===== config.mk =====
export PLATFORM = sky130hd
export DESIGN_NAME = load_store_unit
export DESIGN_NICKNAME = d
export VERILOG_FILES = /design/src/rtl/lsu_pkg.sv /design/src/rtl/lsu_align.sv /design/src/rtl/load_store_unit.sv
export SDC_FILE = /design/constraint.sdc
export NUM_CORES = 1
export LEC_CHECK = 0
export CORE_ASPECT_RATIO = 0.6
export CORE_MARGIN = 1
export CORE_UTILIZATION = 30
export CTS_BUF_LIST = sky130_fd_sc_hd__clkbuf_4 sky130_fd_sc_hd__clkbuf_8 sky130_fd_sc_hd__clkbuf_16
export DETAILED_ROUTE_END_ITERATION = 7
export SYNTH_ARGS = -nofsm -noshare
export SYNTH_HDL_FRONTEND = slang
export SYNTH_SLANG_ARGS = --single-unit

===== constraint.sdc =====
create_clock -name Clk -period 2.69 [get_ports Clk]
set_input_delay 0.269 -clock Clk [delete_from_list [all_inputs] [get_ports Clk]]
set_output_delay 0.269 -clock Clk [all_outputs]
set_load 0.02 [all_outputs]

===== src/rtl/lsu_pkg.sv =====
// Shared definitions for the load/store unit: op encodings, FSM states and
// request-classification helpers.
package lsu_pkg;

    localparam logic [3:0] OP_LB  = 4'b0000;
    localparam logic [3:0] OP_LH  = 4'b0001;
    localparam logic [3:0] OP_LW  = 4'b0010;
    localparam logic [3:0] OP_LBU = 4'b0100;
    localparam logic [3:0] OP_LHU = 4'b0101;
    localparam logic [3:0] OP_SB  = 4'b1000;
    localparam logic [3:0] OP_SH  = 4'b1001;
    localparam logic [3:0] OP_SW  = 4'b1010;

    // Access size lives in Op[1:0], zero-extension in Op[2].
    localparam logic [1:0] SZ_B = 2'd0;
    localparam logic [1:0] SZ_H = 2'd1;
    localparam logic [1:0] SZ_W = 2'd2;

    typedef enum logic [1:0] {IDLE, READ, WRITE, DONE} lsu_state_e;

    function automatic logic is_store(input logic [3:0] op);
        return (op == OP_SB) || (op == OP_SH) || (op == OP_SW);
    endfunction

    function automatic logic is_legal(input logic [3:0] op);
        case (op)
            OP_LB, OP_LH, OP_LW, OP_LBU, OP_LHU, OP_SB, OP_SH, OP_SW: return 1'b1;
            default: return 1'b0;
        endcase
    endfunction

    function automatic logic misaligned(input logic [3:0] op, input logic [1:0] lane);
        case (op[1:0])
            SZ_H:    return lane[0];
            SZ_W:    return lane != 2'b00;
            default: return 1'b0;
        endcase
    endfunction

endpackage


===== src/rtl/lsu_align.sv =====
// Byte-lane steering: extracts/extends a load value from a memory word and
// merges a sub-word store operand into it.
module lsu_align
    import lsu_pkg::*;
(
    input  logic [31:0] word_i,
    input  logic [1:0]  lane_i,
    input  logic [1:0]  size_i,
    input  logic        unsigned_i,
    input  logic [31:0] st_data_i,
    output logic [31:0] ld_val_o,
    output logic [31:0] st_word_o
);

    logic [7:0]  byte_sel;
    logic [15:0] half_sel;

    always_comb begin
        byte_sel  = word_i[{lane_i, 3'b000} +: 8];
        half_sel  = word_i[{lane_i[1], 4'b0000} +: 16];
        ld_val_o  = word_i;
        st_word_o = st_data_i;
        case (size_i)
            SZ_B: begin
                ld_val_o  = unsigned_i ? {24'b0, byte_sel} : {{24{byte_sel[7]}}, byte_sel};
                st_word_o = word_i;
                st_word_o[{lane_i, 3'b000} +: 8] = st_data_i[7:0];
            end
            SZ_H: begin
                ld_val_o  = unsigned_i ? {16'b0, half_sel} : {{16{half_sel[15]}}, half_sel};
                st_word_o = word_i;
                st_word_o[{lane_i[1], 4'b0000} +: 16] = st_data_i[15:0];
            end
            default: ;
        endcase
    end

endmodule


===== src/rtl/load_store_unit.sv =====
// Sequences one load/store at a time against a word-wide combinational-read
// memory; sub-word stores are done as read-modify-write.
module load_store_unit
    import lsu_pkg::*;
#(
    parameter int ADDR_W = 16
) (
    input  logic              Clk,
    input  logic              Reset_n,
    input  logic              Req,
    input  logic [3:0]        Op,
    input  logic [31:0]       Addr,
    input  logic [31:0]       Store_Data,
    output logic              Busy,
    output logic              Done,
    output logic [31:0]       Load_Data,
    output logic              Error,
    output logic [ADDR_W-1:0] Memory_Address,
    output logic [31:0]       Memory_Write_Data,
    output logic              Memory_allow_Write,
    input  logic [31:0]       Memory_Output_Data
);

    lsu_state_e        state_q, state_d;
    logic [3:0]        op_q;
    logic [1:0]        lane_q;
    logic [31:0]       st_q;
    logic              err_q;
    logic [31:0]       load_q, wdata_q;
    logic [ADDR_W-1:0] maddr_q;
    logic              req_err;
    logic [31:0]       ld_ext, st_merge;
    logic              unused_addr;

    assign req_err     = !is_legal(Op) || misaligned(Op, Addr[1:0]);
    assign unused_addr = ^Addr[31:ADDR_W+2];

    always_ff @(posedge Clk or negedge Reset_n) begin
        if (!Reset_n) state_q <= IDLE;
        else          state_q <= state_d;
    end

    always_comb begin
        state_d = state_q;
        case (state_q)
            IDLE: begin
                if (Req) begin
                    if (req_err)          state_d = DONE;
                    else if (Op == OP_SW) state_d = WRITE;
                    else                  state_d = READ;
                end
            end
            READ:    state_d = is_store(op_q) ? WRITE : DONE;
            WRITE:   state_d = DONE;
            default: state_d = IDLE;
        endcase
    end

    // Request is captured on accept; the memory word is consumed straight off
    // the read port in READ, either as load data or as the RMW merge base.
    always_ff @(posedge Clk or negedge Reset_n) begin
        if (!Reset_n) begin
            op_q    <= '0;
            lane_q  <= '0;
            st_q    <= '0;
            err_q   <= 1'b0;
            load_q  <= '0;
            wdata_q <= '0;
            maddr_q <= '0;
        end else begin
            if (state_q == IDLE && Req) begin
                op_q    <= Op;
                lane_q  <= Addr[1:0];
                st_q    <= Store_Data;
                err_q   <= req_err;
                maddr_q <= Addr[ADDR_W+1:2];
                if (Op == OP_SW && !req_err) wdata_q <= Store_Data;
            end
            if (state_q == READ) begin
                if (is_store(op_q)) wdata_q <= st_merge;
                else                load_q  <= ld_ext;
            end
        end
    end

    lsu_align u_align (
        .word_i     (Memory_Output_Data),
        .lane_i     (lane_q),
        .size_i     (op_q[1:0]),
        .unsigned_i (op_q[2]),
        .st_data_i  (st_q),
        .ld_val_o   (ld_ext),
        .st_word_o  (st_merge)
    );

    // Write enable decodes straight from state so an async reset kills it at once.
    assign Busy               = (state_q != IDLE);
    assign Done               = (state_q == DONE);
    assign Error              = (state_q == DONE) && err_q;
    assign Memory_allow_Write = (state_q == WRITE);
    assign Load_Data          = load_q;
    assign Memory_Address     = maddr_q;
    assign Memory_Write_Data  = wdata_q;

endmodule


==> summary.txt, run 1 <==
Outcome
  – Status: completed

Setup path
  – Worst reg2reg path endpoint: Load_Data[19]
  – FF-to-FF setup slack: 350 ps
  – Crit-path max cell delay: 830 ps
  – Reg2reg start: lane_q[1]
  – Worst setup EP type: flop
  – Crit path max fanout: 16
  – Worst EP required: 2940 ps
  – Slowest library cell on the worst path: a21oi_2
  – Worst r2r path cells: 5
  – Critical setup path kind: flop to flop
  – Crit path launch: lane_q[1]
  – Nature of the critical path startpoint: flop
  – Worst-path cell chain: buf_4, mux2i_1, o22ai_1, a21oi_2, a21oi_1
  – Worst path arrival time: 2590 ps

Timing
  – Period utilisation layout: 86.86%
  – Final setup fails: 0
  – Max-slew headroom: 26.28%
  – Final Skew: 8.254 ps
  – Tmin final: 2337 ps
  – Setup TNS: 0 ps
  – Max Slew Vio Count: 0
  – Final hold violation count: 0
  – Worst Max-Slew Pin Slew: 1102 ps
  – Unrepaired setup endpoints after global routing: false
  – Max Freq: 0.4280 GHz

Clock network
  – Clk Latency, worst-skew pair: 420 ps
  – Clock-pin slew on the worst setup and hold paths: 50 ps
  – CTS root buf: clkbuf_16
  – Setup bufs post-CTS: 0
  – CTS tree: done
  – Hold Buf Count CTS: 1
  – H-tree depth: 4
  – Cts bufs inserted: 17
  – Clock sinks: 121
  – Clock Tree Buf Depth: 2
  – CTS-repair resized insts: 0

Global routing
  – Gr ovfl total: 0
  – Largest net degree at the start of global routing: 68
  – Antenna violations before repair: 1
  – GR Util All Layers: 21.16%
  – First-pass GRT wire length: 37.16 mm
  – Vias in the first global route: 6247

Power and ir drop
  – Switch share: 43.22%
  – Int Power: 6.803 mW
  – Total power: 11.98 mW
  – Clock power frac: 19.1%
  – Switch Pwr: 5.178 mW
  – Sequential Power Share: 29.1%
  – Power density cells: 1259 mW/mm^2
  – Worst VDD drop: 582.3 uV
  – Combinational share of power: 51.7%
  – Pleak: 4.208 nW

Place
  – Final HPWL DP: 17.79 mm
  – Routability cong.: 0.9026
  – Placed cell area: 0.008919 mm^2
  – IO buf count: 172

Detailed routing
  – DRC: 0
  – Via count: 6549
  – Initial drt markers: 523
  – Final wirelength: 24.11 mm
  – DR WL/cell: 19.08 um
  – Routed Antenna Nets: 0
  – Via density: 5.181
  – TritonRoute pass-1 iters: 5

Logic synthesis
  – Library cells used by synthesis: 58
  – Mapped Cells: 782
  – Net Count, Synth: 897
  – FFs w/ async S/R, synth: 100.0%
  – Synth warnings: 0
  – Mapped Avg Cell Area: 8.717 um^2
  – Top_reg_cell synth: dfrtp_1
  – Register area share after synthesis: 44.42%
  – Register bit count reported by yosys: 121
  – Post-Syn Area: 0.006817 mm^2
  – Post-synth EDFFs: 0

Hold path
  – Worst Hold End: Memory_Address[2]
  – Hold WC Path Type: input pin to flop
  – Hold depth: 3
  – Hold Startpoint: Addr[4]

Cells and area
  – Ratio of cells with drive above 1 in the final layout: 10.15%
  – Final core occ: 42.90%
  – Fin area: 0.009513 mm^2
  – Number of fill cells: 2221
  – Most frequent cells in the layout: nand2_1, clkdlybuf4s50_1, dfrtp_1
  – Commonest non-fill, non-tap cell in the layout: nand2_1
  – Synthesis-to-finish area growth: 39.56%
  – N_diodes: 0
  – Final net count: 1059

Floorplan
  – I/O pins: 187
  – Die Span Y: 118.8 um
  – Row count: 42
  – Initial core utilization: 30.74%
  – Core area: 0.02218 mm^2
  – Full die area: 0.02335 mm^2
  – Width of the die: 196.6 um

Run
  – Total of max-cap violations: 0
==> per-stage QoR <==
step	instances	hold slack (ps)	setup WS, ps
after floorplan	782	-26.59	346.4
after global placement	1232	299.1	200.6
after detailed placement	1232	298.3	141.9
after CTS	1264	357.1	317.5
after global routing	1264	385.2	201.1
final	1264	373.6	353.4
==> kinds of logic (layout without fill, tap and decap cells) <==
group | after synthesis | in the layout | synth area share [%]
simple gates | 320 | 320 | 21.49
compound gates | 208 | 208 | 20.80
flops | 121 | 121 | 44.42
buf+inv | 83 | 257 | 5.451
mux | 38 | 38 | 5.635
fa+ha+maj | 12 | 12 | 2.203
==> Yosys cell counts, types with 12 or more instances <==
library cell  count  share of area, %
a21oi_1          28               2.1
a221oi_1         30               3.9
or3_1            16               1.5
nor2b_1          12               1.1
nand2_1         204                11
inv_1            23               1.3
o21ai_0          62               4.6
ha_1             12               2.2
a22oi_1          18               2.0
buf_2            17               1.2
mux2i_1          35               5.1
clkbuf_1         27               1.5
dfrtp_1         121                44
nor2_1           30               1.7
==> critical path: cells and delay by family, from the launching register on <==
| kind | cells | cell delay [ps] |
|---|---|---|
| buf+inv | 1 | 220 |
| mux | 1 | 440 |
| compound gates | 3 | 1130 |
| flops | 1 | 370 |
==> power by group through the flow <==
stage                     Clock [mW]  Sequential (mW)  Combinational (mW)
after floorplan                    0             4.01                3.08
final                           2.29             3.49                6.20
after global routing            2.42             3.59                6.77
after global placement             0             3.47                6.08
after CTS                       2.34             3.47                6.21
after detailed placement           0             3.49                6.18
==> state kept, by name (all words and copies together) (netlist names) <==
name,flops
st_q,32
op_q,4
Memory_Address,16
Memory_Write_Data,32
state_q,2
lane_q,2
err_q,1
Load_Data,32
==> worst max-delay path by stage <==
stage                     cells past startpoint  slack (ps)                    end
final                                         5         350          Load_Data[19]
after floorplan                              10         350  Memory_Write_Data[18]
after global placement                        5         200          Load_Data[30]
after CTS                                     5         320          Load_Data[30]
after detailed placement                      5         140          Load_Data[18]
after global routing                          5         200          Load_Data[30]
==> layout make-up <==
type | count | area [um^2] | area share, %
Multi-Input combinational cell | 578 | 3432 | 36.08
Clock inverter | 8 | 95.09 | 0.9996
Inverter | 25 | 93.84 | 0.9865
Timing Repair Buffer | 201 | 1989 | 20.91
Sequential cell | 121 | 3028 | 31.83
Clock buffer | 23 | 489.2 | 5.143
Tap cell | 308 | 385.4 | 4.051
==> metal layers <==
layer	up-vias	global-route usage, %	routed length [um]
li1	3081	-	-
met1	3196	32.70	12150
met2	255	27.88	9538
met3	15	6.992	2270
met4	2	4.167	142
met5	-	0	13
(Power assumes the default switching activity.)
==> inputs of run 2 (changes only) <==
--- a/config.mk
+++ b/config.mk
@@ -10,6 +10,7 @@
 export CORE_UTILIZATION = 30
 export CTS_BUF_LIST = sky130_fd_sc_hd__clkbuf_4 sky130_fd_sc_hd__clkbuf_8 sky130_fd_sc_hd__clkbuf_16
 export DETAILED_ROUTE_END_ITERATION = 7
+export SLEW_MARGIN = 20
 export SYNTH_ARGS = -nofsm -noshare
 export SYNTH_HDL_FRONTEND = slang
 export SYNTH_SLANG_ARGS = --single-unit
==> run 2 against run 1 <==
Utilization about the same. Hold slack improved by 1.8 ps. Critical endpoint is now Memory_Write_Data[14]. Critical path depth increased by 1. Total power increased by 0.16%. Final cell count unchanged. Final area about the same. Largest cell class unchanged. Sequential power about the same. Sequential share of layout area about the same. Via count increased by 0.61%. Clock skew decreased by 0.53 ps. Flip-flop and latch count unchanged.
==> summary.txt, run 2 (synthesis results as in run 1) <==
Place
  – Routability cong.: 0.9026 (unchanged)
  – IO buf count: 172 (unchanged)
  – Final HPWL DP: 17.79 mm (unchanged)
  – Worst slack, placed: 141.9 ps (unchanged)
  – Placed insts: 1232 (unchanged)

Power and ir drop
  – Worst VDD drop: 580.7 uV (-0.27%)
  – Switch Pwr: 5.194 mW (+0.32%)
  – Pleak: 4.209 nW (about the same)
  – Combinational share of power: 51.9% (+0.2 points)
  – Sequential Power Share: 29.0% (about the same)
  – Int Power: 6.806 mW (about the same)
  – Clock power frac: 19.1% (about the same)
  – Power density cells: 1260 mW/mm^2 (about the same)
  – Switch share: 43.28% (+0.067 points)

Cells and area
  – Final net count: 1059 (unchanged)
  – Ratio of cells with drive above 1 in the final layout: 10.15% (unchanged)
  – Fin cells: 1264 (unchanged)
  – Commonest non-fill, non-tap cell in the layout: nand2_1
  – Most frequent cells in the layout: nand2_1, clkdlybuf4s50_1, dfrtp_1
  – N_diodes: 0 (unchanged)
  – Synthesis-to-finish area growth: 39.67% (about the same)
  – Final core occ: 42.93% (about the same)

Timing
  – Max Freq: 0.4398 GHz (+2.8%)
  – Unrepaired setup endpoints after global routing: false
  – Period utilisation layout: 84.53% (-2.3 points)
  – Max Slew Vio Count: 0 (unchanged)
  – Final Skew: 7.727 ps (-0.5272 ps)
  – Worst Max-Slew Pin Slew: 1076 ps (-25.86 ps)
  – Final WS setup: 416.2 ps (+62.82 ps)
  – Tmin final: 2274 ps (-62.82 ps)
  – Max-slew headroom: 28.01% (+1.7 points)
  – Final hold violation count: 0 (unchanged)
  – Hold WS: 375.4 ps (+1.841 ps)
  – Final setup fails: 0 (unchanged)
  – Setup TNS: 0 ps (unchanged)

Clock network
  – CTS tree: done
  – Clock sinks: 121 (unchanged)
  – CTS root buf: clkbuf_16
  – Clk Latency, worst-skew pair: 420 ps (about the same)
  – Clock Tree Buf Depth: 2 (unchanged)
  – H-tree depth: 4 (unchanged)
  – Setup bufs post-CTS: 0 (unchanged)
  – Cts bufs inserted: 17 (unchanged)
  – Clock-pin slew on the worst setup and hold paths: 60 ps (about the same)

Detailed routing
  – Via count: 6589 (+0.61%)
  – Routed Antenna Nets: 0 (unchanged)
  – Final wirelength: 24.16 mm (+0.18%)
  – Initial drt markers: 520 (-0.57%)
  – DRC: 0 (unchanged)
  – TritonRoute pass-1 iters: 5 (unchanged)
  – Via density: 5.213 (+0.61%)
  – DR WL/cell: 19.11 um (+0.18%)

Global routing
  – Antenna violations before repair: 1 (unchanged)
  – Vias in the first global route: 6247 (unchanged)
  – Largest net degree at the start of global routing: 68 (unchanged)
  – First-pass GRT wire length: 37.16 mm (unchanged)
  – Gr ovfl total: 0 (unchanged)
  – GR Util All Layers: 21.16% (unchanged)

Floorplan
  – Initial core utilization: 30.74% (unchanged)
  – Die Span Y: 118.8 um (unchanged)
  – Row count: 42 (unchanged)
  – I/O pins: 187 (unchanged)
  – Full die area: 0.02335 mm^2 (unchanged)
  – Core area: 0.02218 mm^2 (unchanged)
  – Width of the die: 196.6 um (unchanged)

Setup path
  – Worst setup EP type: flop
  – Crit path max fanout: 7 (-9)
  – Nature of the critical path startpoint: flop
  – Worst path arrival time: 2540 ps (-50 ps)
  – Worst r2r path cells: 6 (+1)
  – Worst EP required: 2960 ps (+20 ps)
  – Critical setup path kind: flop to flop

Outcome
  – Status: completed

Run
  – Total of max-cap violations: 0 (unchanged)

Hold path
  – Hold WC Path Type: input pin to flop
  – Hold depth: 3 (unchanged)
run 2: cell count changes in the layout (fill, tap and decap cells not counted):
cell,change
a21oi_2,-1
a21oi_4,+1
run 2: power groups by stage:
stage                     logic [mW]  registers [mW]  clock network, mW
after detailed placement        6.18            3.49                  0
after global placement          6.08            3.47                  0
after CTS                       6.21            3.47               2.34
final                           6.23            3.49               2.29
after floorplan                 3.08            4.01                  0
after global routing            6.78            3.59               2.42
run 2: path summary, 6_finish.rpt:
path	startpoint	endpoint	slack, ps
worst max-delay path	lane_q[0]	Memory_Write_Data[14]	420
min in group asynchronous	Reset_n	Load_Data[22]	390
worst max register to register	lane_q[0]	Memory_Write_Data[14]	420
worst min register to register	st_q[26]	st_q[26]	470
worst min-delay path	Addr[4]	Memory_Address[2]	380
max in group asynchronous	Reset_n	Memory_Write_Data[24]	1940
run 2: cell type report:
class	count	area [um^2]
multi-input cells	578	3440
clock buffers	23	489.2
well taps	308	385.4
fillers	2222	12660
repair buffers	201	1989
inverters	25	93.84
flip-flops and latches	121	3028
clock inverters	8	95.09
run 2: critical path, cell delays in order, from the launching register on:
cell,delay (ps)
dfrtp_1,440
inv_1,130
ha_1,370
or3b_1,370
o22ai_1,150
a221oi_1,580
a21oi_1,80
run 2: metrics by stage:
step	power [mW]	cell area (um^2)
2_1_floorplan	7.088	6817
3_3_place_gp	9.557	8919
3_5_place_dp	9.670	8919
4_1_cts	12.02	9513
5_1_grt	12.80	9520
6_report	12.00	9520
run 2: per-layer routing:
layer	up-vias	GRT usage, %	share of wire (%)
met2	285	27.88	40
met5	-	0	0.054
met4	2	4.167	0.74
met1	3211	32.70	50
met3	16	6.992	9.7
li1	3075	-	-
run 2: repair_timing:
item	in CTS	in global routing
hold buffers	1	0
resized for setup	0	0
endpoints found under the hold margin	121	0
==> edit 1, RTL diff (settings of run 1) <==
`ADDR_W`: 16 -> 15.
--- a/src/rtl/load_store_unit.sv
+++ b/src/rtl/load_store_unit.sv
@@ -5,3 +5,3 @@
 #(
-    parameter int ADDR_W = 16
+    parameter int ADDR_W = 15
 ) (
Ports: changed (resized Memory_Address); port bits go from 187 to 186. No check against the original RTL was run, so the function may have changed too.
==> edit 1 against run 1 <==
  * Via count is 3.5% lower
  * Non-clock buffer count is 9 lower
  * Total power is 1.7% lower
  * Sequential cell count is 1 lower
  * Area after synthesis is 2.7% lower
  * Routed wire length is 0.46% lower
  * Setup slack better by 53 ps
  * Final area is 2.3% lower
  * Critical path type unchanged
  * Highest routed layer is now met4
==> edit 1: results (changes against run 1) <==
final_layout:
  stdcell_count: 1176  # -7.0%
  n_fill_cell: 2095  # -5.7%
  drive_gt1_share_pct: 9.25  # -0.89 points
  nNetsFinal: 999  # -5.7%
critical_path:
  r2r-end: "Load_Data[25]$_DFFE_PN0P_"
  timing.rr.start: "lane_q[1]$_DFFE_PN0P_"
  critical-path-top-delay-family: "compound AO/OA/AOI/OAI gates"
  cp_data_arrival_time_ps: 2540  # -50 ps
  crit_fanout: 35  # +19
  worstRegToRegCells: 5  # unchanged
  r2r_slack_ps: 410  # +50 ps
  slowest_delay_ps: 630  # -200 ps
clock_tree:
  clockRootBuffer: "clkbuf_16"
  htreeDepth: 4  # unchanged
  clockBufferDepth: 2  # unchanged
  clkTransAtPathRegs_ps: 50  # about the same
  numCtsBuffers: 17  # unchanged
  clk_latency_ps: 420  # about the same
  post_cts_buffers: 0  # unchanged
global_routing:
  grt_pass1_wl_um: 37200  # about the same
  track_usage_pct: 21.8  # +0.68 points
  grt_max_degree: 64  # -5.9%
  antenna_found_initial: 0  # -1
  grt_pass1_vias: 6205  # -0.67%
synthesis:
  yosys_most_used_dff: "dfrtp_1"
  synthTopCellsByCount: "nand2_1 (182), dfrtp_1 (120), o21ai_0 (52)"
  async_reset_ff_share_pct: 100  # unchanged
  syn_inst: 726  # -7.2%
  synth_sequential_area_ratio_pct: 45.3  # +0.86 points
  synthTopCellsByArea: "dfrtp_1 (45%), nand2_1 (10%), mux2i_1 (5.4%), o21ai_0 (3.9%), a21oi_1 (3.2%)"
  syn_nets: 841  # -6.2%
  yosysWarnings: 0  # unchanged
  synth_cell_types: 51  # -12%
timing:
  hold_slack_ps: 371  # -2.94 ps
  slew_headroom_pct: 47.6  # +21 points
  fin_skew_ps: 9.32  # +1.07 ps
  hold_viol: 0  # unchanged
route:
  vias: 6321  # -3.5%
  routed-wl-met2_um: 9340  # -2.0%
  drt-met1-wl_um: 11700  # -4.0%
  dr.max_layer_used: "met4"
  drt_iter0_drc: 600  # +15%
  routed-wl-met3_um: 2780  # +22%
  drt_first_pass_iters: 6  # +1
  wl_per_cell_um: 20.4  # +7.0%
min_path:
  hp-start: "Addr[13]"
  min_path_type: "in -> reg"
  holdPathStages: 3  # unchanged
  min_to: "Memory_Address[11]$_DFFE_PN0P_"
power:
  peakVddDrop_uv: 611  # +5.0%
  total_leakage_power_nw: 4.13  # -1.9%
placed_design:
  place_inst: 1143  # -7.2%
  hpwl_um: 17300  # -2.9%
  place.gp.congestion: 0.896  # -0.74%
  port-buffer-count: 170  # -1.2%
run_status:
  status: "complete, no violations"
==> edit 1: cell types whose count changed after synthesis, moves of 8 or more <==
cell	change
nand2_1	-22
or3_1	-16
a21oi_1	+15
o2111a_1	+15
mux2_2	+11
a21oi_2	-10
clkbuf_1	-10
o21ai_0	-10
a221oi_1	-8
a22o_1	-8
or2_2	-8
==> edit 1: kinds of logic after synthesis <==
family / share of synthesized area (%)
fa+ha+maj: 2.26
flops: 45.3
buf+inv: 5.06
compound gates: 20.9
mux: 8.02
simple gates: 18.5
==> edit 1: per-stage QoR <==
stage          total power (W)  setup slack [ps]  area (um2)
6_report                0.0118               407        9300
2_1_floorplan          0.00682               596        6630
3_5_place_dp           0.00930               228        8650
3_3_place_gp           0.00920               294        8650
4_1_cts                 0.0118               428        9300
5_1_grt                 0.0126               204        9300
==> edit 1: power breakdown <==
part           total [W]  switching, W  internal (W)
sequential       0.00346      0.000757       0.00270
clock            0.00245      0.000825       0.00162
combinational    0.00587       0.00342       0.00245
total             0.0118       0.00500       0.00678
==> edit 1: layout make-up <==
| cell class | count | area [um2] | area share, % |
|---|---|---|---|
| repair buffers | 192 | 1930 | 20.8 |
| well taps | 279 | 349 | 3.76 |
| multi-input cells | 534 | 3310 | 35.6 |
| inverters | 19 | 71.3 | 0.767 |
| flip-flops and latches | 120 | 3000 | 32.3 |
| clock buffers | 25 | 523 | 5.63 |
| clock inverters | 7 | 113 | 1.21 |
==> edit 1: how the worst max path moves through the flow <==
| stage | end | slack [ps] | cells after the start | startpoint |
|---|---|---|---|---|
| 2_1_floorplan | Memory_Write_Data[8]$_DFF_PN0_ | 600 | 9 | lane_q[1]$_DFFE_PN0P_ |
| 3_3_place_gp | Memory_Write_Data[15]$_DFF_PN0_ | 290 | 8 | Op[0] |
| 3_5_place_dp | Memory_Write_Data[15]$_DFF_PN0_ | 230 | 8 | Op[0] |
| 4_1_cts | Load_Data[25]$_DFFE_PN0P_ | 430 | 5 | lane_q[1]$_DFFE_PN0P_ |
| 5_1_grt | Load_Data[26]$_DFFE_PN0P_ | 200 | 5 | lane_q[1]$_DFFE_PN0P_ |
| 6_report | Load_Data[25]$_DFFE_PN0P_ | 410 | 5 | lane_q[1]$_DFFE_PN0P_ |
==> edit 1: repair_timing <==
item / CTS / global route
hold endpoints to repair: 34 / 0
setup endpoints to repair: 0 / 0
hold buffers: 1 / 0
==> edit 1: worst min-delay path, cell delays in order <==
cell and delay (ps):
clkdlybuf4s50_1 390, nand2_1 50, nand2_1 40
==> edit 1: metal layers <==
metal / vias up / GRT usage (%)
met3: 24 / 8.37
met4: 0 / 4.60
met2: 325 / 29.9
met5: - / 0
li1: 2911 / -
met1: 3061 / 32.1
==> edit 2, RTL diff (settings of run 1) <==
Without the edit above. The 4 states of `lsu_state_e` get a one-hot encoding in 4 bits.
--- a/src/rtl/lsu_pkg.sv
+++ b/src/rtl/lsu_pkg.sv
@@ -18,3 +18,3 @@
 
-    typedef enum logic [1:0] {IDLE, READ, WRITE, DONE} lsu_state_e;
+    typedef enum logic [3:0] {IDLE = 4'b0001, READ = 4'b0010, WRITE = 4'b0100, DONE = 4'b1000} lsu_state_e;
 
Formal check against the unedited RTL: same outputs for any inputs over 4 cycles, from zero or initial values and one cycle with Reset_n low; so few cycles prove little.
==> edit 2 against run 1 <==
  * Area after synthesis is 1.3% higher
  * Final area is 2.2% higher
  * Final cell count is 7.2% lower
  * Hold slack better by 68 ps
  * Total power is 0.39% higher
  * Sequential cell count is 2 higher
  * Setup slack worse by 210 ps
  * Routed wire length is 2.9% higher
  * Largest cell class unchanged
==> edit 2: results (changes against run 1) <==
global_routing:
  grt_max_degree: 48  # -29%
  use_met3_pct: 6.27  # -0.72 points
  antenna_found_initial: 0  # -1
  grt_pass1_wl_um: 37700  # +1.4%
  overflow: 0  # unchanged
  track_usage_pct: 21.5  # +0.39 points
  met1_usage_pct: 34.1  # +1.4 points
  grt_pass1_vias: 6191  # -0.90%
  use_met2_pct: 27.9  # about the same
clock_tree:
  clkTransAtPathRegs_ps: 60
  clk_latency_ps: 430
  clockBufferDepth: 2  # unchanged
  post_cts_buffers: 0  # unchanged
timing:
  worst_pin_slew_ps: 836  # -266 ps
  fin_skew_ps: 11.0  # +2.75 ps
route:
  wl_per_cell_um: 21.2  # +11%
  vias_per_cell: 5.48  # +5.7%
  drt_iter0_drc: 540  # +3.3%
synthesis:
  synth_cell_types: 57  # -1.7%
  synthTopCellsByArea: "dfrtp_1 (44%), mux2_2 (8.8%), mux2i_1 (3.8%), nand2_1 (2.9%), nor2_1 (2.7%)"
  synth_fa_ha_area_share_pct: 1.45  # -0.75 points
  synth_xor_area_share_pct: 0  # unchanged
  syn_nets: 795  # -11%
  synthTopCellsByCount: "dfrtp_1 (122), mux2_2 (54), nand2_1 (54)"
  synth-compound-area-share_pct: 21.9  # +1.1 points
  synth_sequential_area_ratio_pct: 44.6  # +0.18 points
  synth_mux_area_share_pct: 12.6  # +6.9 points
min_path:
  min_path_type: "in -> async"
critical_path:
  slowest_delay_ps: 610  # -220 ps
  cp_data_arrival_time_ps: 2280  # -310 ps
  critical-path-top-delay-family: "simple AND/OR/NAND/NOR gates"
  crit_fanout: 4  # -12
  cp_slowest_cell: "clkdlybuf4s50_1"
final_layout:
  drive_gt1_share_pct: 15.7  # +5.6 points
  n_antenna_cell: 0  # unchanged
  nNetsFinal: 963  # -9.1%
power:
  peakVddDrop_uv: 771  # +32%
  p_int_w: 0.00711  # +4.5%
  total_leakage_power_nw: 3.83  # -8.9%
placed_design:
  hpwl_um: 18200  # +2.0%
  placed_area_um2: 9080  # +1.8%
  place.gp.congestion: 0.871  # -3.5%
  port-buffer-count: 172  # unchanged
run_status:
  status: "complete, no violations"
edit 2: per-layer routing:
| metal | part of all wire (%) | wire [um] |
|---|---|---|
| met2 | 39 | 9760 |
| met5 | 0 | 0 |
| met3 | 9.7 | 2410 |
| met4 | 0.85 | 210 |
| met1 | 50 | 12400 |
edit 2: path summary, 6_finish.rpt:
kind,startpoint,endpoint,slack [ps],cells past startpoint
min in group Clk,Addr[8],Memory_Address[6]$_DFFE_PN0P_,450,2
max in group asynchronous,Reset_n,Memory_Write_Data[9]$_DFF_PN0_,1560,3
worst min register to register,err_q$_DFFE_PN0P_,err_q$_DFFE_PN0P_,480,2
worst max register to register,lane_q[1]$_DFFE_PN0P_,Memory_Write_Data[7]$_DFF_PN0_,380,7
worst min-delay path,Reset_n,Load_Data[31]$_DFFE_PN0P_,440,2
worst max-delay path,state_q[2]$_DFFE_PN0P_,Error,140,3
edit 2: area by class of cell:
class                      count  area [um2]
tap                          308         385
sequential                   123        3080
multi-input combinational    488        3530
clock buffer                  18         439
inverter                      15        56.3
timing repair buffer         207        2030
clock inverter                14         195
fill                        2147       12600
edit 2: cell families after synthesis:
logic type               Yosys count
multiplexers                      80
adder cells (fa/ha/maj)            8
flip-flops                       123
AO/OA/AOI/OAI                    196
buffers and inverters             73
AND/OR/NAND/NOR                  204
edit 2: power groups by stage:
stage	combinational [W]	sequential (W)	clock [W]
after floorplan	0.00290	0.00405	0
after global placement	0.00586	0.00356	0
after detailed placement	0.00591	0.00357	0
after CTS	0.00593	0.00356	0.00254
after global routing	0.00639	0.00368	0.00263
final	0.00595	0.00357	0.00251
edit 2: per-stage QoR:
| stage | setup slack (ps) | cells | power, W |
|---|---|---|---|
| floorplan | 339 | 684 | 0.00695 |
| global placement | 224 | 1140 | 0.00943 |
| detailed placement | 145 | 1140 | 0.00948 |
| CTS | 161 | 1173 | 0.0120 |
| global route | 53.2 | 1173 | 0.0127 |
| finish | 144 | 1173 | 0.0120 |
